**config.mk**
```make
export PLATFORM = sky130hd
export DESIGN_NAME = spi_reg_ctrl
export DESIGN_NICKNAME = d
export VERILOG_FILES = /design/src/rtl/spi_reg_ctrl.sv
export SDC_FILE = /design/constraint.sdc
export NUM_CORES = 1
export LEC_CHECK = 0
export CORE_MARGIN = 3
export CORE_UTILIZATION = 49
export DETAILED_ROUTE_END_ITERATION = 10
export HOLD_SLACK_MARGIN = 0.02
export PLACE_DENSITY = 0.75
export SYNTH_ARGS = -nofsm -noshare
export SYNTH_HDL_FRONTEND = slang
export SYNTH_SLANG_ARGS = --single-unit
```
**constraint.sdc**
```tcl
create_clock -name sclk -period 2.4 [get_ports sclk]
set_input_delay 0.36 -clock sclk [delete_from_list [all_inputs] [get_ports sclk]]
set_output_delay 0.36 -clock sclk [all_outputs]
set_load 0.02 [all_outputs]
```
**src/rtl/spi_reg_ctrl.sv**
```systemverilog
// spi_reg_ctrl: SPI mode-0 slave giving access to seven 8-bit config registers
// and a read-only ID byte at address 7.
//
// Frame format (cs low): one command byte, then any number of data bytes.
//   cmd[7]   = 1 read, 0 write
//   cmd[6:3] = must be 0, otherwise the frame is ignored and err_flag sets
//   cmd[2:0] = start address; it auto-increments (mod 8) after each data byte
//
// Ports:
//   sclk     - SPI clock from master (mode 0: sample on rise, shift on fall)
//   reset    - asynchronous, active-high reset
//   cs       - active-low chip select; high aborts/ends the frame
//   mosi     - serial data in, MSB first
//   miso     - serial data out, MSB first; 0 while cs is high
//   cfg_out  - registers 0..6, reg n at [8n+7:8n]
//   err_flag - sticky protocol error, cleared by the next valid command
//   busy     - !cs
module spi_reg_ctrl #(
  parameter logic [7:0] ID_VALUE = 8'hA5
) (
  input  logic        sclk,
  input  logic        reset,
  input  logic        cs,
  input  logic        mosi,
  output logic        miso,
  output logic [55:0] cfg_out,
  output logic        err_flag,
  output logic        busy
);

  typedef enum logic [1:0] {ST_CMD, ST_RD, ST_WR, ST_IGN} state_e;

  // Per-frame state is cleared whenever cs is high; register contents,
  // err_flag, tx_byte and address survive between frames.
  logic frame_clr;
  assign frame_clr = reset | cs;

  state_e          state_q, state_d;
  logic [2:0]      bitcnt_q, bitcnt_d;
  logic [7:0]      rx_q, rx_d;
  logic            miso_q, miso_d;
  logic [6:0][7:0] regs_q, regs_d;
  logic            err_q, err_d;
  logic [7:0]      tx_q, tx_d;
  logic [2:0]      addr_q, addr_d;

  logic [7:0]      byte_in;
  logic            byte_done;
  logic [7:0][7:0] rd_map;
  logic [2:0]      addr_nxt;
  logic [7:0]      tx_sel;

  // The byte completes on the 8th rising edge: the current mosi is its LSB.
  assign byte_in   = {rx_q[6:0], mosi};
  assign byte_done = (bitcnt_q == 3'd7);
  assign rd_map    = {ID_VALUE, regs_q};
  assign addr_nxt  = addr_q + 3'd1;

  always_comb begin
    state_d  = state_q;
    bitcnt_d = bitcnt_q + 3'd1;
    rx_d     = byte_in;
    regs_d   = regs_q;
    err_d    = err_q;
    tx_d     = tx_q;
    addr_d   = addr_q;
    if (byte_done) begin
      case (state_q)
        ST_CMD: begin
          if (byte_in[6:3] != 4'd0) begin
            state_d = ST_IGN;
            err_d   = 1'b1;
          end else begin
            state_d = byte_in[7] ? ST_RD : ST_WR;
            addr_d  = byte_in[2:0];
            err_d   = 1'b0;
            tx_d    = rd_map[byte_in[2:0]];
          end
        end
        ST_RD: begin
          addr_d = addr_nxt;
          tx_d   = rd_map[addr_nxt];
        end
        ST_WR: begin
          if (addr_q == 3'd7) err_d = 1'b1;
          for (int i = 0; i < 7; i++)
            if (addr_q == 3'(i)) regs_d[i] = byte_in;
          addr_d = addr_nxt;
          // Next address differs from the one just written, so the
          // pre-write map is still the right source.
          tx_d   = rd_map[addr_nxt];
        end
        default: ;
      endcase
    end
  end

  // Transmit source depends on the frame phase. MSB of each byte goes out on
  // the falling edge that follows the previous byte's 8th rise; the very first
  // bit of a frame is the cleared miso flop, i.e. 0.
  always_comb begin
    case (state_q)
      ST_CMD:       tx_sel = {7'b0, err_q};
      ST_RD, ST_WR: tx_sel = tx_q;
      default:      tx_sel = 8'h00;
    endcase
    miso_d = tx_sel[3'd7 - bitcnt_q];
  end

  always_ff @(posedge sclk or posedge frame_clr) begin
    if (frame_clr) begin
      state_q  <= ST_CMD;
      bitcnt_q <= 3'd0;
      rx_q     <= 8'h00;
    end else begin
      state_q  <= state_d;
      bitcnt_q <= bitcnt_d;
      rx_q     <= rx_d;
    end
  end

  always_ff @(posedge sclk or posedge reset) begin
    if (reset) begin
      regs_q <= '0;
      err_q  <= 1'b0;
      tx_q   <= 8'h00;
      addr_q <= 3'd0;
    end else begin
      regs_q <= regs_d;
      err_q  <= err_d;
      tx_q   <= tx_d;
      addr_q <= addr_d;
    end
  end

  always_ff @(negedge sclk or posedge frame_clr) begin
    if (frame_clr) miso_q <= 1'b0;
    else           miso_q <= miso_d;
  end

  assign miso     = cs ? 1'b0 : miso_q;
  assign cfg_out  = regs_q;
  assign err_flag = err_q;
  assign busy     = ~cs;

endmodule

```
==> impl_metrics.py, run 1 <==
metrics = {
    "routing": {
        "via_count": 3091,
        "wl_per_cell_um": 21.0,
        "wirelength_mm": 10.7,
        "drt_first_pass_iters": 4,
        "viasPerCell": 6.04,
        "drtIter0Drc": 159,
        "drc_errors": 0,
        "postRouteAntennaNets": 0,
    },
    "worst_setup_path": {
        "crit_family": "flip-flops",
        "startpoint": "miso_q",
        "critPathSlowestCell": "dfrtn_1",
        "endpoint_kind": "output pin",
        "cp-start-kind": "flop",
        "path_cells": "nor2b_4 > buf_6",
        "worst-path-max-fanout": 1,
        "rr_worst_depth": 5,
        "path_class": "flop to output pin",
        "reg2reg_from": "state_q[1]",
        "worstPathArrival_ns": 2.17,
        "cp.required_ns": 2.04,
        "critical_path_depth": 2,
        "critPathBufInv": 1,
        "crit_path_max_incr_delay_ns": 0.39,
        "r2r_setup_slack_ns": -0.09,
        "r2r-end": "miso_q",
    },
    "cts": {
        "root_buffer": "clkbuf_8",
        "cts_buffer_depth": 2,
        "numCtsBuffers": 9,
        "path_clk_slew_ns": 0.08,
        "clock_latency_ns": 0.35,
        "cts_tree": "built",
        "clock-sinks": 81,
        "cts_hold_buf": 0,
        "htreeDepth": 3,
    },
    "worst_hold_path": {
        "hold_path_class": "primary input to async pin",
    },
    "logic_synthesis": {
        "synthTopCellsByCount": "dfrtp_1 (80), mux2_2 (65), nor2_1 (19)",
        "ys_ff_latch": 81,
        "yosysMostFrequentCell": "dfrtp_1",
        "ys_types": 49,
        "synth_fp_nets": 343,
        "postSynthCellCount": 329,
        "seq_area_frac_synth": 0.477,
        "ys_warn_count": 0,
        "netlist.top_cell.by_area": "dfrtp_1",
        "synth_enable_flop_cells": 0,
        "synth-main-ff-cell": "dfrtp_1",
        "synth_top_area_share": 0.471,
        "synthArstFlopShare": 1.00,
        "syn_area_mm2": 0.00425,
        "synth_area_per_cell_um2": 12.9,
        "synth_area_leaders": "dfrtp_1 (47%), mux2_2 (17%), mux4_2 (6.4%), mux2i_1 (3.3%), ha_1 (2.9%)",
    },
    "cells_and_area": {
        "antenna_cells": 0,
        "finalNetCount": 416,
        "final_cells": 512,
        "fill_cells": 629,
        "syn2layout_area_growth_pct": 23.4,
        "drive_gt1_frac": 0.324,
    },
    "global_route": {
        "grt_max_degree": 32,
        "overflow": 0,
        "grt_first_pass_wirelength_mm": 17.6,
        "antenna_found_initial": 0,
        "grt_pass1_vias": 3250,
        "grt.total_usage": 0.232,
    },
    "timing": {
        "slew_headroom": 0.544,
        "rsz0062_at_grt": "yes",
        "slew_violations": 0,
        "final.setup.worst_slack_ns": -0.132,
        "hold_slack_ns": 0.364,
        "setup_viol": 2,
        "hold_viol": 0,
        "finalClockSkew_ns": 0.0139,
        "totalNegativeSetupSlack_ns": -0.225,
        "worst_pin_slew_ns": 0.685,
    },
    "power_and_ir_drop": {
        "clkPwrFrac": 0.320,
        "swShare": 0.275,
        "leakage_nw": 2.36,
        "irDropWorstVdd_mv": 0.561,
        "seqPwrFrac": 0.518,
        "intPower_w": 0.00205,
        "combPwrFrac": 0.162,
        "power_density_mw_per_mm2": 540,
        "p_switching_w": 0.000779,
    },
    "place": {
        "gp_congestion": 0.860,
        "place_ws_ns": -0.246,
        "port_buffers": 62,
        "dp_hpwl_mm": 7.44,
        "place_inst": 495,
    },
    "die": {
        "die_w_um": 99.1,
        "rows": 33,
        "die_area_mm2": 0.00982,
        "die_h_um": 99.1,
        "start_util": 0.512,
        "ios": 63,
        "core_mm2": 0.00830,
    },
    "run_status": {
        "violations": "negative setup slack",
        "status": "finished with violations",
    },
    "job": {
        "cap_viol_max_count": 0,
    },
}
-- area by class of cell --
class                   instances  area [µm²]  share of cell area
clock buffers                  14         163              0.0310
clock inverters                 2        12.5             0.00239
inverters                      10        37.5             0.00716
multi-input cells             219        2080               0.397
flip-flops and latches         81        2030               0.387
well taps                     105         131              0.0250
repair buffers                 81         790               0.151
-- timing repair --
action / 4_1_cts / 5_1_grt
endpoints found under the setup margin: 2 / 2
setup buffers: 0 / 1
resized for setup: 6 / 3
-- per-stage QoR --
step / power (W) / util / cell area, µm²
2_1_floorplan: 0.00180 / - / 4280
6_report: 0.00283 / 0.632 / 5250
3_5_place_dp: 0.00195 / 0.609 / 5050
3_3_place_gp: 0.00194 / 0.609 / 5050
5_1_grt: 0.00296 / 0.632 / 5250
4_1_cts: 0.00285 / 0.630 / 5230
-- cell usage in the layout, fill, tap and decap left out, drive strengths merged, types with 10 or more instances in the layout --
cell type / instances
mux2i: 14
clkbuf: 14
mux2: 67
ha: 10
buf: 20
inv: 10
clkdlybuf4s50: 61
nor2: 19
o21ai: 11
nand2: 11
mux4: 13
dfrtp: 80
-- per-layer routing --
metal / vias to the layer above / GRT usage / wire length (µm)
li1: 1381 / - / -
met1: 1593 / 0.324 / 4820
met2: 94 / 0.364 / 5090
met3: 23 / 0.0414 / 505
met4: 0 / 0.0903 / 313
met5: - / 0 / 0
-- worst max path at each step --
stage and to:
6_report miso, 5_1_grt miso, 4_1_cts miso, 3_5_place_dp miso, 3_3_place_gp miso, 2_1_floorplan miso_q
-- flip-flops by register name, indices dropped and copies added, names as in the netlist --
signal and count:
err_flag 1, rx_q 7, miso_q 1, tx_q 8, state_q 2, addr_q 3, cfg_out 56, bitcnt_q 3
-- power by group through the flow --
stage / sequential (W) / clock, W / combinational (W)
6_report: 0.00147 / 0.000905 / 0.000459
5_1_grt: 0.00148 / 0.000994 / 0.000492
4_1_cts: 0.00147 / 0.000924 / 0.000457
3_5_place_dp: 0.00149 / 0 / 0.000457
3_3_place_gp: 0.00149 / 0 / 0.000447
2_1_floorplan: 0.00149 / 0 / 0.000310
-- logic make-up (layout without fill, tap and decap cells) --
| logic type | count (synthesis) | after routing | share of synthesized area |
|---|---|---|---|
| multiplexers | 94 | 94 | 0.280 |
| flip-flops | 81 | 81 | 0.477 |
| AND/OR/NAND/NOR | 59 | 59 | 0.0719 |
| AO/OA/AOI/OAI | 55 | 55 | 0.0998 |
| buffers and inverters | 29 | 107 | 0.0395 |
| adder cells (fa/ha/maj) | 10 | 10 | 0.0294 |
| XOR/XNOR | 1 | 1 | 0.00206 |
(Power assumes the default switching activity.)
==> run 2: changes to the inputs <==
Settings changed: MAX_ROUTING_LAYER set to met4.
==> impl_metrics.py, run 2 (synthesized netlist as in run 1, its figures left out) <==
metrics = {
    "run_status": {
        "status": "finished with violations",
        "violations": "negative setup slack",
    },
    "routing": {
        "viasPerCell": 6.06,
        "wl_per_cell_um": 21.0,
        "postRouteAntennaNets": 0,
        "wirelength_mm": 10.8,
        "drc_errors": 0,
        "drt_first_pass_iters": 4,
        "via_count": 3103,
        "drtIter0Drc": 144,
    },
    "power_and_ir_drop": {
        "irDropWorstVdd_mv": 0.553,
        "power_w": 0.00284,
        "leakage_nw": 2.36,
        "power_density_mw_per_mm2": 541,
    },
    "place": {
        "port_buffers": 62,
        "place_area_mm2": 0.00505,
        "place_ws_ns": -0.246,
        "gp_congestion": 0.873,
        "dp_hpwl_mm": 7.44,
    },
    "cts": {
        "clock_latency_ns": 0.35,
        "cts_buffer_depth": 2,
        "root_buffer": "clkbuf_8",
        "clock-sinks": 81,
        "cts_tree": "built",
        "numCtsBuffers": 9,
        "cts_hold_buf": 0,
        "path_clk_slew_ns": 0.08,
        "htreeDepth": 3,
    },
    "worst_setup_path": {
        "endpoint_kind": "output pin",
        "cp-start-kind": "flop",
        "crit_family": "flip-flops",
        "critPathBufInv": 1,
        "path_cells": "nor2b_4 > buf_6",
        "cp.required_ns": 2.04,
        "critPathSlowestCell": "dfrtn_1",
        "worstPathArrival_ns": 2.17,
        "path_class": "flop to output pin",
        "worst-path-max-fanout": 1,
        "crit_path_max_incr_delay_ns": 0.39,
    },
    "worst_hold_path": {
        "hold_path_class": "primary input to async pin",
    },
    "global_route": {
        "overflow": 0,
        "grt_max_degree": 32,
        "grt_first_pass_wirelength_mm": 17.6,
        "antenna_found_initial": 0,
        "grt_pass1_vias": 3241,
        "grt.total_usage": 0.239,
    },
    "cells_and_area": {
        "largest_register_ff_count": 56,
        "syn2layout_area_growth_pct": 23.4,
        "antenna_cells": 0,
        "fill_cells": 629,
        "layout_commonest_cell": "dfrtp_1",
        "layout_common_cells": "dfrtp_1 (79), mux2_2 (65), clkdlybuf4s50_1 (61), nor2_1 (19), buf_4 (17)",
        "drive_gt1_frac": 0.324,
        "fin_area_mm2": 0.00525,
        "finalNetCount": 416,
    },
    "die": {
        "ios": 63,
        "rows": 33,
        "die_w_um": 99.1,
        "core_mm2": 0.00830,
        "die_h_um": 99.1,
        "die_area_mm2": 0.00982,
        "start_util": 0.512,
    },
    "job": {
        "cap_viol_max_count": 0,
    },
    "timing": {
        "final.setup.worst_slack_ns": -0.135,
        "finalClockSkew_ns": 0.0148,
        "hold_viol": 0,
        "rsz0062_at_grt": "yes",
        "worst_pin_slew_ns": 0.698,
        "hold_slack_ns": 0.359,
        "slew_violations": 0,
        "setup_viol": 2,
        "slew_headroom": 0.535,
    },
}
-- run 2: cell counts in the layout (fill, tap and decap cells not counted) --
No cell type changed its count.
-- run 2: metrics by stage --
step	setup TNS, ns	instances	utilization
2_1_floorplan	-0.0140	329	-
3_3_place_gp	-0.260	495	0.609
3_5_place_dp	-0.321	495	0.609
4_1_cts	-0.254	511	0.630
5_1_grt	-0.335	512	0.632
6_report	-0.232	512	0.632
-- run 2: metal layers --
layer	routed length (µm)	GRT usage	share of wire
met1	4790	0.324	0.44
met4	307	0.0903	0.028
met2	5170	0.366	0.48
met5	0	-	0
met3	510	0.0379	0.047
-- run 2: final timing paths --
| check | cells after the start | startpoint | end | slack (ns) |
|---|---|---|---|---|
| setup / recovery | 2 | miso_q | miso | -0.13 |
| hold / removal | 2 | reset | err_flag | 0.36 |
| setup reg to reg | 5 | state_q[1] | miso_q | -0.10 |
| hold reg to reg | 1 | tx_q[4] | tx_q[4] | 0.52 |
| max in group asynchronous | 2 | cs | miso_q | 0.79 |
| min in group sclk | 1 | tx_q[4] | tx_q[4] | 0.52 |
-- run 2: power breakdown --
part / switching, W / internal, W
sequential: 0.0000570 / 0.00141
clock: 0.000476 / 0.000433
combinational: 0.000251 / 0.000209
total: 0.000784 / 0.00205
-- run 2: worst register-to-register path: stages (launching register included) --
cell,delay [ns]
dfrtp_1,0.41
ha_1,0.19
and3b_1,0.17
o21ai_1,0.12
a311o_1,0.19
nand2_1,0.06
-- run 2: cell type report --
type | count | area [µm²] | area share
clock inverters | 2 | 12.5 | 0.00239
flip-flops and latches | 81 | 2030 | 0.387
inverters | 10 | 37.5 | 0.00716
multi-input cells | 219 | 2080 | 0.397
clock buffers | 14 | 163 | 0.0310
well taps | 105 | 131 | 0.0250
repair buffers | 81 | 790 | 0.151
-- run 2: repair_timing --
| action | CTS | global route |
|---|---|---|
| setup endpoints to repair | 2 | 2 |
| gates resized for setup | 6 | 3 |
| buffers inserted | 0 | 1 |
==> run 3: changes to the inputs <==
Settings changed: CTS_CLUSTER_SIZE set to 24, SLEW_MARGIN set to 15.
==> results of run 3 <==
The final DEF is identical to that of run 2; final timing and power are the same.
